### config.mk
export PLATFORM = sky130hd
export DESIGN_NAME = imm_gen_pipe
export DESIGN_NICKNAME = d
export VERILOG_FILES = /design/src/rtl/imm_gen_pipe.sv
export SDC_FILE = /design/constraint.sdc
export NUM_CORES = 1
export LEC_CHECK = 0
export BUFFER_PORTS_ARGS = -buffer_cell sky130_fd_sc_hd__buf_4
export CAP_MARGIN = 30
export CORE_ASPECT_RATIO = 0.75
export CORE_MARGIN = 2
export CORE_UTILIZATION = 43
export DETAILED_ROUTE_END_ITERATION = 8
export GPL_ROUTABILITY_DRIVEN = 0
export PLACE_DENSITY_LB_ADDON = 0.05
export SETUP_SLACK_MARGIN = 0.1
export SLEW_MARGIN = 10
export SYNTH_ARGS = -nofsm -noshare
export SYNTH_HDL_FRONTEND = slang
export SYNTH_SLANG_ARGS = --single-unit
### constraint.sdc
create_clock -name clk -period 5.02 [get_ports clk]
set_clock_uncertainty 0.1 [all_clocks]
set_input_delay 1.004 -clock clk [delete_from_list [all_inputs] [get_ports clk]]
set_output_delay 1.004 -clock clk [all_outputs]
set_load 0.02 [all_outputs]
### src/rtl/imm_gen_pipe.sv
// Pipelined immediate generator: forms the RISC-V immediate for the selected format
// and buffers it with its tag in a 2-entry FIFO. Optional macro: IMM_AUTODECODE_EN.
module imm_gen_pipe #(
  parameter int XLEN = 32,
  parameter int TAGW = 8
) (
  input  logic            clk,
  input  logic            rst_n,
  input  logic            flush,
  input  logic            in_valid,
  output logic            in_ready,
  input  logic [31:0]     in_instr,
  input  logic [2:0]      in_immsrc,
  input  logic [TAGW-1:0] in_tag,
  output logic            out_valid,
  input  logic            out_ready,
  output logic [XLEN-1:0] out_imm,
  output logic            out_illegal,
  output logic [TAGW-1:0] out_tag
);

  typedef enum logic [2:0] {
    FMT_I   = 3'd0,
    FMT_S   = 3'd1,
    FMT_B   = 3'd2,
    FMT_J   = 3'd3,
    FMT_U   = 3'd4,
    FMT_Z   = 3'd5,
    FMT_BAD = 3'd7
  } fmt_e;

  fmt_e            fmt;
  logic [31:0]     imm32;
  logic [XLEN-1:0] imm_ext;
  logic            imm_illegal;

`ifdef IMM_AUTODECODE_EN
  logic unused_immsrc;
  assign unused_immsrc = ^in_immsrc;

  always_comb begin
    fmt = FMT_BAD;
    case (in_instr[6:0])
      7'b0010011, 7'b0000011, 7'b1100111: fmt = FMT_I;
      7'b0100011:                         fmt = FMT_S;
      7'b1100011:                         fmt = FMT_B;
      7'b1101111:                         fmt = FMT_J;
      7'b0110111, 7'b0010111:             fmt = FMT_U;
      7'b1110011:                         fmt = in_instr[14] ? FMT_Z : FMT_I;
      default:                            fmt = FMT_BAD;
    endcase
  end
`else
  logic unused_instr;
  assign unused_instr = ^in_instr[6:0];

  always_comb begin
    fmt = FMT_BAD;
    case (in_immsrc)
      3'b000:  fmt = FMT_I;
      3'b001:  fmt = FMT_S;
      3'b010:  fmt = FMT_B;
      3'b011:  fmt = FMT_J;
      3'b100:  fmt = FMT_U;
      3'b101:  fmt = FMT_Z;
      default: fmt = FMT_BAD;
    endcase
  end
`endif

  // imm32 is already sign-extended to 32 bits; bit 31 then fills the upper XLEN bits
  // (Z keeps bit 31 clear, so the same fill gives zero extension).
  always_comb begin
    imm32       = '0;
    imm_illegal = 1'b0;
    case (fmt)
      FMT_I: imm32 = {{20{in_instr[31]}}, in_instr[31:20]};
      FMT_S: imm32 = {{20{in_instr[31]}}, in_instr[31:25], in_instr[11:7]};
      FMT_B: imm32 = {{19{in_instr[31]}}, in_instr[31], in_instr[7],
                      in_instr[30:25], in_instr[11:8], 1'b0};
      FMT_J: imm32 = {{11{in_instr[31]}}, in_instr[31], in_instr[19:12],
                      in_instr[20], in_instr[30:21], 1'b0};
      FMT_U: imm32 = {in_instr[31:12], 12'b0};
      FMT_Z: imm32 = {27'b0, in_instr[19:15]};
      default: begin
        imm32       = '0;
        imm_illegal = 1'b1;
      end
    endcase
  end

  always_comb begin
    imm_ext        = {XLEN{imm32[31]}};
    imm_ext[31:0]  = imm32;
  end

  logic [XLEN-1:0] mem_imm [2];
  logic            mem_ill [2];
  logic [TAGW-1:0] mem_tag [2];
  logic            wptr;
  logic            rptr;
  logic [1:0]      count;
  logic            push;
  logic            pop;

  assign in_ready  = (count != 2'd2);
  assign out_valid = (count != 2'd0);
  assign push      = in_valid && in_ready && !flush;
  assign pop       = out_valid && out_ready && !flush;

  always_ff @(posedge clk or negedge rst_n) begin
    if (!rst_n) begin
      wptr  <= 1'b0;
      rptr  <= 1'b0;
      count <= 2'd0;
      for (int unsigned i = 0; i < 2; i++) begin
        mem_imm[i] <= '0;
        mem_ill[i] <= 1'b0;
        mem_tag[i] <= '0;
      end
    end else if (flush) begin
      wptr  <= 1'b0;
      rptr  <= 1'b0;
      count <= 2'd0;
    end else begin
      if (push) begin
        mem_imm[wptr] <= imm_ext;
        mem_ill[wptr] <= imm_illegal;
        mem_tag[wptr] <= in_tag;
        wptr          <= ~wptr;
      end
      if (pop) begin
        rptr <= ~rptr;
      end
      case ({push, pop})
        2'b10:   count <= count + 2'd1;
        2'b01:   count <= count - 2'd1;
        default: count <= count;
      endcase
    end
  end

  assign out_imm     = mem_imm[rptr];
  assign out_illegal = mem_ill[rptr];
  assign out_tag     = mem_tag[rptr];

endmodule
-- Yosys cells after proc, flatten, opt, wreduce, memory -nomap -nowiden
Index checks and enable logic that the tools add are counted.
- flip-flop bits (word level): 86
- input port bits: 48
- output and inout port bits: 43
- logic and storage cells: 73
- add/sub/neg operators: 2
- order comparisons: 3
- equal/unequal tests: 13
- multiplexer cells: 27
- bitwise operators: 5
- reduce and logical (&&, ||, !) cells: 14
- operators by type and width (operator ; number):
    $pmux 32 s6 ; 1
    $mux 32 ; 4
    $bwmux 64 ; 1
    $demux 32 s1 ; 1
    $mux 8 ; 4
    $pmux 3 s6 ; 1
    $bwmux 16 ; 1
    $eq 3x2->1 const B ; 4
    $eq 3x3->1 const B ; 4
    $mux 1 ; 9
    $demux 8 s1 ; 1
    $eq 3x1->1 const B ; 2
    $logic_not 3->1 ; 2
    $reduce_bool 2->1 ; 3
    $reduce_or 6->1 ; 1
    $logic_and 1x1->1 ; 5
    $ge 2x2->1 const B ; 2
    $not 1->2 ; 2
    $pmux 2 s2 ; 1
    $not 1->1 ; 3
    $reduce_bool 3->1 ; 1
    $add 2x1->2 const B ; 1
    $bwmux 2 ; 1
    $eq 2x1->1 const B ; 1
    8 further kinds ; 8

-- Depth between registers and ports, before layout
Gate-level depths: netlist of the first run.
- depth after elaboration: 6
- gate-level depth with buffers: 6
- gate-level depth less buffers: 4

-- Worst setup path after synthesis of the first run
Ideal clock, no wire load.
- kind: register -> output
- start: register rptr
- end: output out_tag[0]
- arrival: 1.281 ns
- required time: 3.916 ns
- setup slack: 2.635 ns
- stages on the path, launching flop included: 4
- path buffers: 2
- cells stage by stage: dfrtp_1 clkbuf_1 clkbuf_1 mux2_2
- cells in the longest elaborated chain, start to end: 4
- RTL lines (what ; RTL line ; RTL):
    start: declaration ; 101 ; logic rptr;
    start signal: assignment ; 133 ; rptr <= ~rptr;
    $not 1->2 (not written as such) ; 145 ; assign out_tag = mem_tag[rptr];
    $mux 8 (not written as such) (3 in series) ; 145 ;
    end: declaration ; 19 ; output logic [TAGW-1:0] out_tag
Every way passes these cells. The select of a mux whose other input is x is not followed.

-- Worst setup path in the final report of the first run
- start: register rptr
- end: output out_imm[4]
- cells in the longest elaborated chain, start to end: 4
- RTL lines (what ; RTL line ; RTL):
    $not 1->2 (not written as such) ; 143 ; assign out_imm = mem_imm[rptr];
    $mux 32 (not written as such) (3 in series) ; 143 ;
    end: declaration ; 17 ; output logic [XLEN-1:0] out_imm,
Every way passes these cells. The select of a mux whose other input is x is not followed.

==> impl_results.html, run 1 <==
<table>
<tr><th>Metric</th><th>Value</th></tr>
<tr><th colspan="2">Run status</th></tr>
<tr><td>Run status</td><td>finished clean</td></tr>
<tr><th colspan="2">Yosys</th></tr>
<tr><td>Number of register bits inferred by synthesis</td><td>86</td></tr>
<tr><td>Most frequently used flop master after synthesis</td><td>dfrtp_1</td></tr>
<tr><td>Net count of the mapped netlist</td><td>409</td></tr>
<tr><td>Total standard cell area after synthesis</td><td>between 4000 and 5000 µm²</td></tr>
<tr><td>Number of synthesized flops with an enable pin</td><td>0</td></tr>
<tr><td>Distinct cell type count of the synthesized netlist</td><td>35</td></tr>
<tr><td>Mapped Avg Cell Area</td><td>12.07 µm²</td></tr>
<tr><td>Post-Syn Instances</td><td>361</td></tr>
<tr><td>FFs w/ async S/R, synth</td><td>1.000</td></tr>
<tr><td>Portion of the post-synthesis area used by sequential elements</td><td>0.4938</td></tr>
<tr><td>Syn. warnings</td><td>0</td></tr>
<tr><th colspan="2">Setup path</th></tr>
<tr><td>Data arrival time of the worst path</td><td>1810 ps</td></tr>
<tr><td>Setup slack of the worst register-to-register path</td><td>2880 ps</td></tr>
<tr><td>Kind of start point of the critical path</td><td>register</td></tr>
<tr><td>Endpoint of the lowest-slack register-to-register path</td><td>mem_imm[21]</td></tr>
<tr><td>Slowest cell on the critical path</td><td>dfrtp_2</td></tr>
<tr><td>Category of the worst setup path capture point</td><td>primary output</td></tr>
<tr><td>Critical path data required time</td><td>3920 ps</td></tr>
<tr><td>Worst setup startpoint</td><td>rptr</td></tr>
<tr><td>Highest net fanout along the worst path</td><td>27</td></tr>
<tr><td>Reg2Reg Depth</td><td>5</td></tr>
<tr><td>Crit path kind</td><td>register to primary output</td></tr>
<tr><td>Slowest cell delay on critical path</td><td>~650 ps</td></tr>
<tr><td>Beginning of the worst register-to-register path</td><td>wptr</td></tr>
<tr><td>Worst path cell trace</td><td>buf_12, mux2_2, buf_4</td></tr>
<tr><th colspan="2">Layout</th></tr>
<tr><td>Non-Filler Instances</td><td>568</td></tr>
<tr><td># nets final</td><td>480</td></tr>
<tr><td>Diode count</td><td>0</td></tr>
<tr><td>Proportion of layout cells with a drive suffix above 1</td><td>0.3830</td></tr>
<tr><td>Area added between synthesis and finish</td><td>23.86%</td></tr>
<tr><td>Final core area utilization</td><td>0.5522</td></tr>
<tr><td>Final instance area</td><td>5398 µm²</td></tr>
<tr><th colspan="2">Detailed routing</th></tr>
<tr><td>Number of detailed-route iterations in the first pass</td><td>4</td></tr>
<tr><td>Remaining design rule violation count</td><td>0</td></tr>
<tr><td>Count of vias placed by the detailed router</td><td>3215</td></tr>
<tr><td>Avg WL per Cell</td><td>18.89 µm</td></tr>
<tr><td>Initial drt markers</td><td>169</td></tr>
<tr><td>Final ANT Viol Nets</td><td>0</td></tr>
<tr><td>Total length of routed wires</td><td>10.73 mm</td></tr>
<tr><td>Post-detailed-route via-to-cell ratio</td><td>about 5.7</td></tr>
<tr><th colspan="2">Power</th></tr>
<tr><td>Logic gate share of total power</td><td>0.271</td></tr>
<tr><td>Sequential fraction of design power</td><td>0.418</td></tr>
<tr><td>Switching power summed over all nets</td><td>638.1 µW</td></tr>
<tr><td>Peak supply drop</td><td>0.1953 mV</td></tr>
<tr><td>Power per cell area</td><td>411.0 nW/µm²</td></tr>
<tr><td>Internal Dissipation</td><td>1581 µW</td></tr>
<tr><td>Share of total power consumed by net switching</td><td>0.2876</td></tr>
<tr><td>Relative contribution of the clock network to total power</td><td>0.312</td></tr>
<tr><td>Standby leakage power</td><td>between 0.002 and 0.0025 µW</td></tr>
<tr><th colspan="2">Floorplanning</th></tr>
<tr><td>Top-level port count</td><td>91</td></tr>
<tr><td>Std-Cell Rows</td><td>31</td></tr>
<tr><td>Placeable core region</td><td>9774 µm²</td></tr>
<tr><td>DIE HEIGHT</td><td>91.19 µm</td></tr>
<tr><td>Area of the die</td><td>10960 µm²</td></tr>
<tr><td>Die W</td><td>120.2 µm</td></tr>
<tr><td>Initial cell density of the core</td><td>0.4459</td></tr>
<tr><th colspan="2">STA</th></tr>
<tr><td>Worst slew margin</td><td>0.3745</td></tr>
<tr><td>Fraction of the cycle the final worst path needs</td><td>0.5808</td></tr>
<tr><td>Number of setup violations in the final report</td><td>0</td></tr>
<tr><td>Final-report max-slew violation count</td><td>0</td></tr>
<tr><td>Tmin final</td><td>~3000 ps</td></tr>
<tr><td>Total negative slack for setup checks</td><td>0 ps</td></tr>
<tr><td>Actual slew at the worst max-slew pin</td><td>936.3 ps</td></tr>
<tr><td>Number of failing hold endpoints at the final stage</td><td>0</td></tr>
<tr><td>Unrepaired setup endpoints after global routing</td><td>no</td></tr>
<tr><td>Max Clock Freq</td><td>343.0 MHz</td></tr>
<tr><th colspan="2">Clock tree</th></tr>
<tr><td>Setup Buffers After CTS</td><td>0</td></tr>
<tr><td>Latest clock arrival within the worst-skew pair</td><td>330 ps</td></tr>
<tr><td>Post-CTS Hold Fix Bufs</td><td>0</td></tr>
<tr><td>Clock Pin Slew Worst Setup and Hold Paths</td><td>60 ps</td></tr>
<tr><td>CTS sink count</td><td>86</td></tr>
<tr><td>Number of instances resized during post-cts repair</td><td>0</td></tr>
<tr><td>CTS tree</td><td>yes</td></tr>
<tr><td>Max Root-Sink Buffers</td><td>2</td></tr>
<tr><td>Clock Tree Root</td><td>clkbuf_16</td></tr>
<tr><td>CTS buffer count</td><td>9</td></tr>
<tr><td>Number of levels the H-tree was split into</td><td>3</td></tr>
<tr><th colspan="2">Global routing</th></tr>
<tr><td>Wire length of the first global-routing pass</td><td>17.95 mm</td></tr>
<tr><td>Via count of the first global-routing pass</td><td>approximately 3400</td></tr>
<tr><td>Global route overflow</td><td>0</td></tr>
<tr><td>GRT Overall Usage</td><td>0.2115</td></tr>
<tr><td>Number of antenna violations at the first check in global routing</td><td>0</td></tr>
<tr><td>Pin count of the biggest net entering global routing</td><td>52</td></tr>
<tr><th colspan="2">Min path</th></tr>
<tr><td>Hold path startpoint</td><td>mem_imm[0]</td></tr>
<tr><td>Path category of the worst min-delay check</td><td>register to register</td></tr>
<tr><td>Endpoint of the worst hold path</td><td>mem_imm[0]</td></tr>
<tr><td>Hold path depth</td><td>1</td></tr>
<tr><th colspan="2">Run</th></tr>
<tr><td>Max-cap violations</td><td>0</td></tr>
<tr><th colspan="2">Placement</th></tr>
<tr><td>Number of placed instances, taps included</td><td>553</td></tr>
<tr><td>Hpwl dp</td><td>~7 mm</td></tr>
<tr><td>Post-Place Cell Area</td><td>5092 µm²</td></tr>
<tr><td>Count of input and output buffers</td><td>83</td></tr>
</table>
## synthesized netlist by cell type (all sizes together), types with 3 or more instances
cell    count  area share
a21oi      21       0.024
dfrtp      86        0.49
a31oi      54       0.078
mux2       94        0.24
nand4b      4      0.0080
nor2b      10       0.016
mux2i      12       0.028
buf        20       0.024
o221ai      4      0.0080
a21o        6       0.010
nor3b       3      0.0075
inv         8      0.0069
o21ai       5      0.0057
clkbuf     10      0.0086
nor2        5      0.0043
## worst max-delay path: cells and delay by family (launching register included)
family | cells | cell delay (ps)
flip-flops | 1 | 650
buffers and inverters | 2 | 430
multiplexers | 1 | 380
## stage by stage
step	power, µW	worst slack (ps)	hold slack (ps)
floorplan	1304	2635	352.2
global placement	1517	2189	361.3
detailed placement	1543	2278	372.9
CTS	2246	2074	386.3
global route	2348	2012	400.4
finish	2219	2104	378.7
## placed cells by master, fill, tap and decap left out, drive strengths merged
cell      instances
xor2              1
nor3              2
nor3b             3
nand4b            4
mux2             94
nor2              5
nor2b            10
bufinv            2
a21oi            21
clkinvlp          1
dfrtp            86
a211oi            2
o211ai            1
a21boi            1
clkbuf           11
and2b             1
nand2             2
mux2i            12
or2               1
a22oi             1
inv               8
o21ai             5
clkinv            1
a21o              6
nand3             1
a31oi            54
o221ai            4
buf              90
or4               1
nand3b            1
and4b             1
nand2b            2
nor4bb            1
## flip-flops by register name, indices dropped and copies added, names as in the netlist
name and flops:
count 2, mem_ill 2, mem_imm 64, mem_tag 16
rptr 1, wptr 1
## layout make-up
type                       count  area [µm²]
fill                         841        4377
sequential                    86        2153
multi-input combinational    237        2036
timing repair buffer          90       708.2
clock buffer                  11       232.7
tap                          132       165.2
clock inverter                 4       72.57
inverter                       8       30.03
## how the worst max path moves through the flow
stage | endpoint | cells past startpoint | slack [ps]
after floorplan | out_tag[0] | 3 | 2640
after global placement | out_imm[1] | 2 | 2190
after detailed placement | mem_imm[61] | 5 | 2280
after CTS | out_imm[1] | 3 | 2070
after global routing | out_imm[6] | 3 | 2010
final | out_imm[4] | 3 | 2100
## power by group through the flow
stage	clock network (µW)	registers, µW	logic, µW
floorplan	0	909	395
global placement	0	934	583
detailed placement	0	937	606
CTS	711	926	609
global route	748	946	653
finish	691	927	601
## kinds of logic after synthesis
| kind of cell | count (synthesis) | synth area share |
|---|---|---|
| multiplexers | 106 | 0.2705 |
| AO/OA/AOI/OAI | 95 | 0.1344 |
| flip-flops | 86 | 0.4938 |
| buffers and inverters | 38 | 0.03905 |
| AND/OR/NAND/NOR | 35 | 0.06029 |
| XOR/XNOR | 1 | 0.002010 |
## layer usage
metal | routed length, µm | up-vias | GRT usage | share of wire
met5 | 0 | - | 0 | 0
met4 | 57 | 0 | 0.04942 | 0.0053
met3 | 615 | 5 | 0.06156 | 0.057
met2 | 5057 | 93 | 0.3329 | 0.47
met1 | 4999 | 1618 | 0.2896 | 0.47
li1 | - | 1499 | - | -
Note: power is estimated with default switching activity, not from simulation.
==> inputs of run 2 (changes only) <==
--- a/config.mk
+++ b/config.mk
@@ -5,6 +5,7 @@
 export SDC_FILE = /design/constraint.sdc
 export NUM_CORES = 1
 export LEC_CHECK = 0
+export ABC_AREA = 1
 export BUFFER_PORTS_ARGS = -buffer_cell sky130_fd_sc_hd__buf_4
 export CAP_MARGIN = 30
 export CORE_ASPECT_RATIO = 0.75
==> constraint.sdc (replaced) <==
create_clock -name clk -period 2.6 [get_ports clk]
set_clock_uncertainty 0.1 [all_clocks]
set_input_delay 0.52 -clock clk [delete_from_list [all_inputs] [get_ports clk]]
set_output_delay 0.52 -clock clk [all_outputs]
set_load 0.02 [all_outputs]
==> impl_results.html, run 2 <==
<table>
<tr><th>Metric</th><th>Value</th></tr>
<tr><th colspan="2">Power</th></tr>
<tr><td>Sequential fraction of design power</td><td>0.387 (was 0.418)</td></tr>
<tr><td>Peak supply drop</td><td>0.5522 mV (was 0.1953 mV)</td></tr>
<tr><td>Switching power summed over all nets</td><td>2105 µW (was 638.1 µW)</td></tr>
<tr><td>Power per cell area</td><td>1097 nW/µm² (was 411.0 nW/µm²)</td></tr>
<tr><td>Logic gate share of total power</td><td>0.392 (was 0.271)</td></tr>
<tr><td>Internal Dissipation</td><td>3527 µW (was 1581 µW)</td></tr>
<tr><td>Share of total power consumed by net switching</td><td>0.3738 (was 0.2876)</td></tr>
<tr><td>Relative contribution of the clock network to total power</td><td>0.221 (was 0.312)</td></tr>
<tr><td>Standby leakage power</td><td>0.002723 µW (was 0.002417 µW)</td></tr>
<tr><th colspan="2">Detailed routing</th></tr>
<tr><td>Remaining design rule violation count</td><td>0 (unchanged)</td></tr>
<tr><td>Count of vias placed by the detailed router</td><td>3619 (was 3215)</td></tr>
<tr><td>Post-detailed-route via-to-cell ratio</td><td>4.774 (was 5.660)</td></tr>
<tr><td>Final ANT Viol Nets</td><td>0 (unchanged)</td></tr>
<tr><td>Number of detailed-route iterations in the first pass</td><td>4 (unchanged)</td></tr>
<tr><td>Avg WL per Cell</td><td>13.58 µm (was 18.89 µm)</td></tr>
<tr><td>Initial drt markers</td><td>275 (was 169)</td></tr>
<tr><td>Total length of routed wires</td><td>10.30 mm (was 10.73 mm)</td></tr>
<tr><th colspan="2">Global routing</th></tr>
<tr><td>Pin count of the biggest net entering global routing</td><td>61 (was 52)</td></tr>
<tr><td>Global route overflow</td><td>0 (unchanged)</td></tr>
<tr><td>Via count of the first global-routing pass</td><td>3382 (was 3401)</td></tr>
<tr><td>Number of antenna violations at the first check in global routing</td><td>0 (unchanged)</td></tr>
<tr><td>GRT Overall Usage</td><td>0.2076 (was 0.2115)</td></tr>
<tr><td>Wire length of the first global-routing pass</td><td>16.86 mm (was 17.95 mm)</td></tr>
<tr><th colspan="2">Layout</th></tr>
<tr><td>Fill cell instance count of the final layout</td><td>897 (was 841)</td></tr>
<tr><td>Final core area utilization</td><td>0.5581 (was 0.5522)</td></tr>
<tr><td>Most frequent standard cell in the layout excluding fill and tap cells</td><td>nand2_1 (was buf_4)</td></tr>
<tr><td>Number of flip-flops under the largest register name</td><td>64 (unchanged)</td></tr>
<tr><td>Area used by multi-input combinational logic</td><td>1647 µm² (was 2036 µm²)</td></tr>
<tr><td>Diode count</td><td>0 (unchanged)</td></tr>
<tr><td>Area added between synthesis and finish</td><td>23.96% (was 23.86%)</td></tr>
<tr><td>Register Area</td><td>2153 µm² (unchanged)</td></tr>
<tr><td>Regs by FF count</td><td>mem_imm x64, mem_tag x16 (unchanged)</td></tr>
<tr><td># nets final</td><td>673 (was 480)</td></tr>
<tr><td>Most flops, register</td><td>mem_imm (unchanged)</td></tr>
<tr><td>Final instance area</td><td>5132 µm² (was 5398 µm²)</td></tr>
<tr><td>Proportion of layout cells with a drive suffix above 1</td><td>0.1825 (was 0.3830)</td></tr>
<tr><td>Most frequent cells in the layout</td><td>nand2_1, buf_4, dfrtp_1, o21ai_0, inv_1 (was buf_4, dfrtp_1, mux2_2, a31oi_1, mux2_1)</td></tr>
<tr><th colspan="2">Clock tree</th></tr>
<tr><td>Number of instances resized during post-cts repair</td><td>0 (unchanged)</td></tr>
<tr><td>CTS sink count</td><td>86 (unchanged)</td></tr>
<tr><td>Max Root-Sink Buffers</td><td>2 (unchanged)</td></tr>
<tr><td>CTS buffer count</td><td>9 (unchanged)</td></tr>
<tr><td>Clock Tree Root</td><td>clkbuf_16 (unchanged)</td></tr>
<tr><td>Latest clock arrival within the worst-skew pair</td><td>330 ps (about the same)</td></tr>
<tr><td>Clock Pin Slew Worst Setup and Hold Paths</td><td>60 ps (about the same)</td></tr>
<tr><td>Number of levels the H-tree was split into</td><td>3 (unchanged)</td></tr>
<tr><td>Setup Buffers After CTS</td><td>0 (unchanged)</td></tr>
<tr><td>Post-CTS Hold Fix Bufs</td><td>0 (unchanged)</td></tr>
<tr><td>CTS tree</td><td>yes (unchanged)</td></tr>
<tr><th colspan="2">Yosys</th></tr>
<tr><td>Fraction of post-synthesis cell area in the top cell type by area</td><td>0.5198 (was 0.4938)</td></tr>
<tr><td>Number of synthesized flops with an enable pin</td><td>0 (unchanged)</td></tr>
<tr><td>Distinct cell type count of the synthesized netlist</td><td>18 (was 35)</td></tr>
<tr><td>Mapped Avg Cell Area</td><td>7.500 µm² (was 12.07 µm²)</td></tr>
<tr><td>Portion of the post-synthesis area used by sequential elements</td><td>0.5198 (was 0.4938)</td></tr>
<tr><td>Number of register bits inferred by synthesis</td><td>86 (unchanged)</td></tr>
<tr><td>Top cell type by total area after synthesis</td><td>dfrtp_1 (unchanged)</td></tr>
<tr><td>Top area cells in the synthesized netlist</td><td>dfrtp_1, nand2_1, o21ai_0 (was dfrtp_1, mux2_2, mux2_1)</td></tr>
<tr><td>Most used standard cell by instance count after synthesis</td><td>nand2_1 (was dfrtp_1)</td></tr>
<tr><td>Total standard cell area after synthesis</td><td>4140 µm² (was 4358 µm²)</td></tr>
<tr><td>FFs w/ async S/R, synth</td><td>1.000 (unchanged)</td></tr>
<tr><td>Most frequently used flop master after synthesis</td><td>dfrtp_1 (unchanged)</td></tr>
<tr><td>Net count of the mapped netlist</td><td>600 (was 409)</td></tr>
<tr><td>Post-Syn Instances</td><td>552 (was 361)</td></tr>
<tr><td>Top post-synthesis cells by count</td><td>nand2_1, dfrtp_1, o21ai_0, inv_1, o21ai_1 (was dfrtp_1, mux2_2, a31oi_1, mux2_1, a21oi_1)</td></tr>
<tr><td>Syn. warnings</td><td>0 (unchanged)</td></tr>
<tr><th colspan="2">Setup path</th></tr>
<tr><td>Crit path kind</td><td>register to primary output (unchanged)</td></tr>
<tr><td>Slowest cell delay on critical path</td><td>490 ps (was 650 ps)</td></tr>
<tr><td>Crit path buf inv count</td><td>2 (unchanged)</td></tr>
<tr><td>Data arrival time of the worst path</td><td>1650 ps (was 1810 ps)</td></tr>
<tr><td>Most common cell on crit path</td><td>buf_4</td></tr>
<tr><td>Kind of start point of the critical path</td><td>register (unchanged)</td></tr>
<tr><td>Highest net fanout along the worst path</td><td>60 (was 27)</td></tr>
<tr><td>Worst path cell trace</td><td>buf_4, nand2_1, o21ai_0, buf_4 (was buf_12, mux2_2, buf_4)</td></tr>
<tr><td>Crit-path leading delay family</td><td>buffers and inverters (was flip-flops)</td></tr>
<tr><td>Slowest cell on the critical path</td><td>buf_4 (was dfrtp_2)</td></tr>
<tr><td>Critical path data required time</td><td>1980 ps (was 3920 ps)</td></tr>
<tr><td>Category of the worst setup path capture point</td><td>primary output (unchanged)</td></tr>
<tr><th colspan="2">Floorplanning</th></tr>
<tr><td>Initial cell density of the core</td><td>0.4502 (was 0.4459)</td></tr>
<tr><td>Die W</td><td>117.3 µm (was 120.2 µm)</td></tr>
<tr><td>DIE HEIGHT</td><td>88.98 µm (was 91.19 µm)</td></tr>
<tr><td>Area of the die</td><td>10440 µm² (was 10960 µm²)</td></tr>
<tr><td>Placeable core region</td><td>9196 µm² (was 9774 µm²)</td></tr>
<tr><td>Std-Cell Rows</td><td>30 (was 31)</td></tr>
<tr><td>Top-level port count</td><td>91 (unchanged)</td></tr>
<tr><th colspan="2">Min path</th></tr>
<tr><td>Path category of the worst min-delay check</td><td>input port to asynchronous set/reset pin (was register to register)</td></tr>
<tr><th colspan="2">Placement</th></tr>
<tr><td>Post-Place Cell Area</td><td>4855 µm² (was 5092 µm²)</td></tr>
<tr><td>Count of input and output buffers</td><td>83 (unchanged)</td></tr>
<tr><td>Hpwl dp</td><td>6.973 mm (was 6.999 mm)</td></tr>
<tr><th colspan="2">STA</th></tr>
<tr><td>Worst slew margin</td><td>0.5406 (was 0.3745)</td></tr>
<tr><td>Max Clock Freq</td><td>439.7 MHz</td></tr>
<tr><td>Number of setup violations in the final report</td><td>0 (unchanged)</td></tr>
<tr><td>Number of failing hold endpoints at the final stage</td><td>0 (unchanged)</td></tr>
<tr><td>Tmin final</td><td>roughly 2300 ps</td></tr>
<tr><td>Final-report max-slew violation count</td><td>0 (unchanged)</td></tr>
<tr><td>Total negative slack for setup checks</td><td>0 ps (unchanged)</td></tr>
<tr><td>Actual slew at the worst max-slew pin</td><td>688.1 ps (was 936.3 ps)</td></tr>
<tr><td>Fraction of the cycle the final worst path needs</td><td>0.8746</td></tr>
<tr><td>Unrepaired setup endpoints after global routing</td><td>no (unchanged)</td></tr>
<tr><th colspan="2">Run status</th></tr>
<tr><td>Run status</td><td>finished clean (unchanged)</td></tr>
<tr><th colspan="2">Run</th></tr>
<tr><td>Max-cap violations</td><td>0 (unchanged)</td></tr>
</table>
## run 2: cell count changes in the layout (fill, tap and decap cells not counted), sizes merged, moves of 7 or more
cell and delta:
a21oi -11, a31oi -54, inv +43, mux2 -94, mux2i -12, nand2 +250, nand3 +13, nand4 +11
nor2 +7, nor2b -10, o21ai +80
## run 2: logic make-up after synthesis
family          Yosys count  synth area share
flops                    86            0.5198
compound gates           96            0.1176
buf+inv                  81           0.08250
simple gates            289            0.2801
## run 2: power by group through the flow
stage | combinational, µW | sequential (µW) | clock [µW]
2_1_floorplan | 1420 | 2130 | 0
3_3_place_gp | 2190 | 2180 | 0
3_5_place_dp | 2230 | 2200 | 0
4_1_cts | 2230 | 2180 | 1270
5_1_grt | 2460 | 2240 | 1320
6_report | 2210 | 2180 | 1240
## run 2: cell type report
class / count / area share
Sequential cell: 86 / 0.4196
Multi-Input combinational cell: 385 / 0.3208
Timing Repair Buffer: 92 / 0.1370
Clock inverter: 1 / 0.005851
Clock buffer: 15 / 0.04827
Tap cell: 128 / 0.03120
Inverter: 51 / 0.03730
## run 2: worst paths after layout
path                              from     endpoint  slack [ps]  cells after the start
setup / recovery                  rptr  out_imm[27]         330                      4
setup reg to reg              count[0]  mem_imm[44]         770                      7
hold reg to reg            mem_imm[26]  mem_imm[26]         370                      2
hold / removal                   rst_n     count[0]          60                      1
max in group asynchronous        rst_n   mem_imm[4]        1670                      2
min in group clk             in_tag[6]   mem_tag[6]         350                      3
## run 2: metal layers
metal	vias to the layer above	GRT usage	wire length [µm]
met2	79	0.2972	4291
met3	12	0.05612	497
met4	0	0.06134	121
met1	1662	0.3093	5385
li1	1866	-	-
met5	-	0	0
## run 2: per-stage QoR
stage | hold slack, ps | setup slack (ps) | instances | total power (µW)
after floorplan | 124.4 | 816.5 | 552 | 3557
after global placement | 352.8 | 545.3 | 741 | 4369
after detailed placement | 358.3 | 557.1 | 742 | 4423
after CTS | 76.75 | 294.1 | 758 | 5680
after global routing | 86.85 | 173.3 | 758 | 6032
final | 63.34 | 325.9 | 758 | 5632
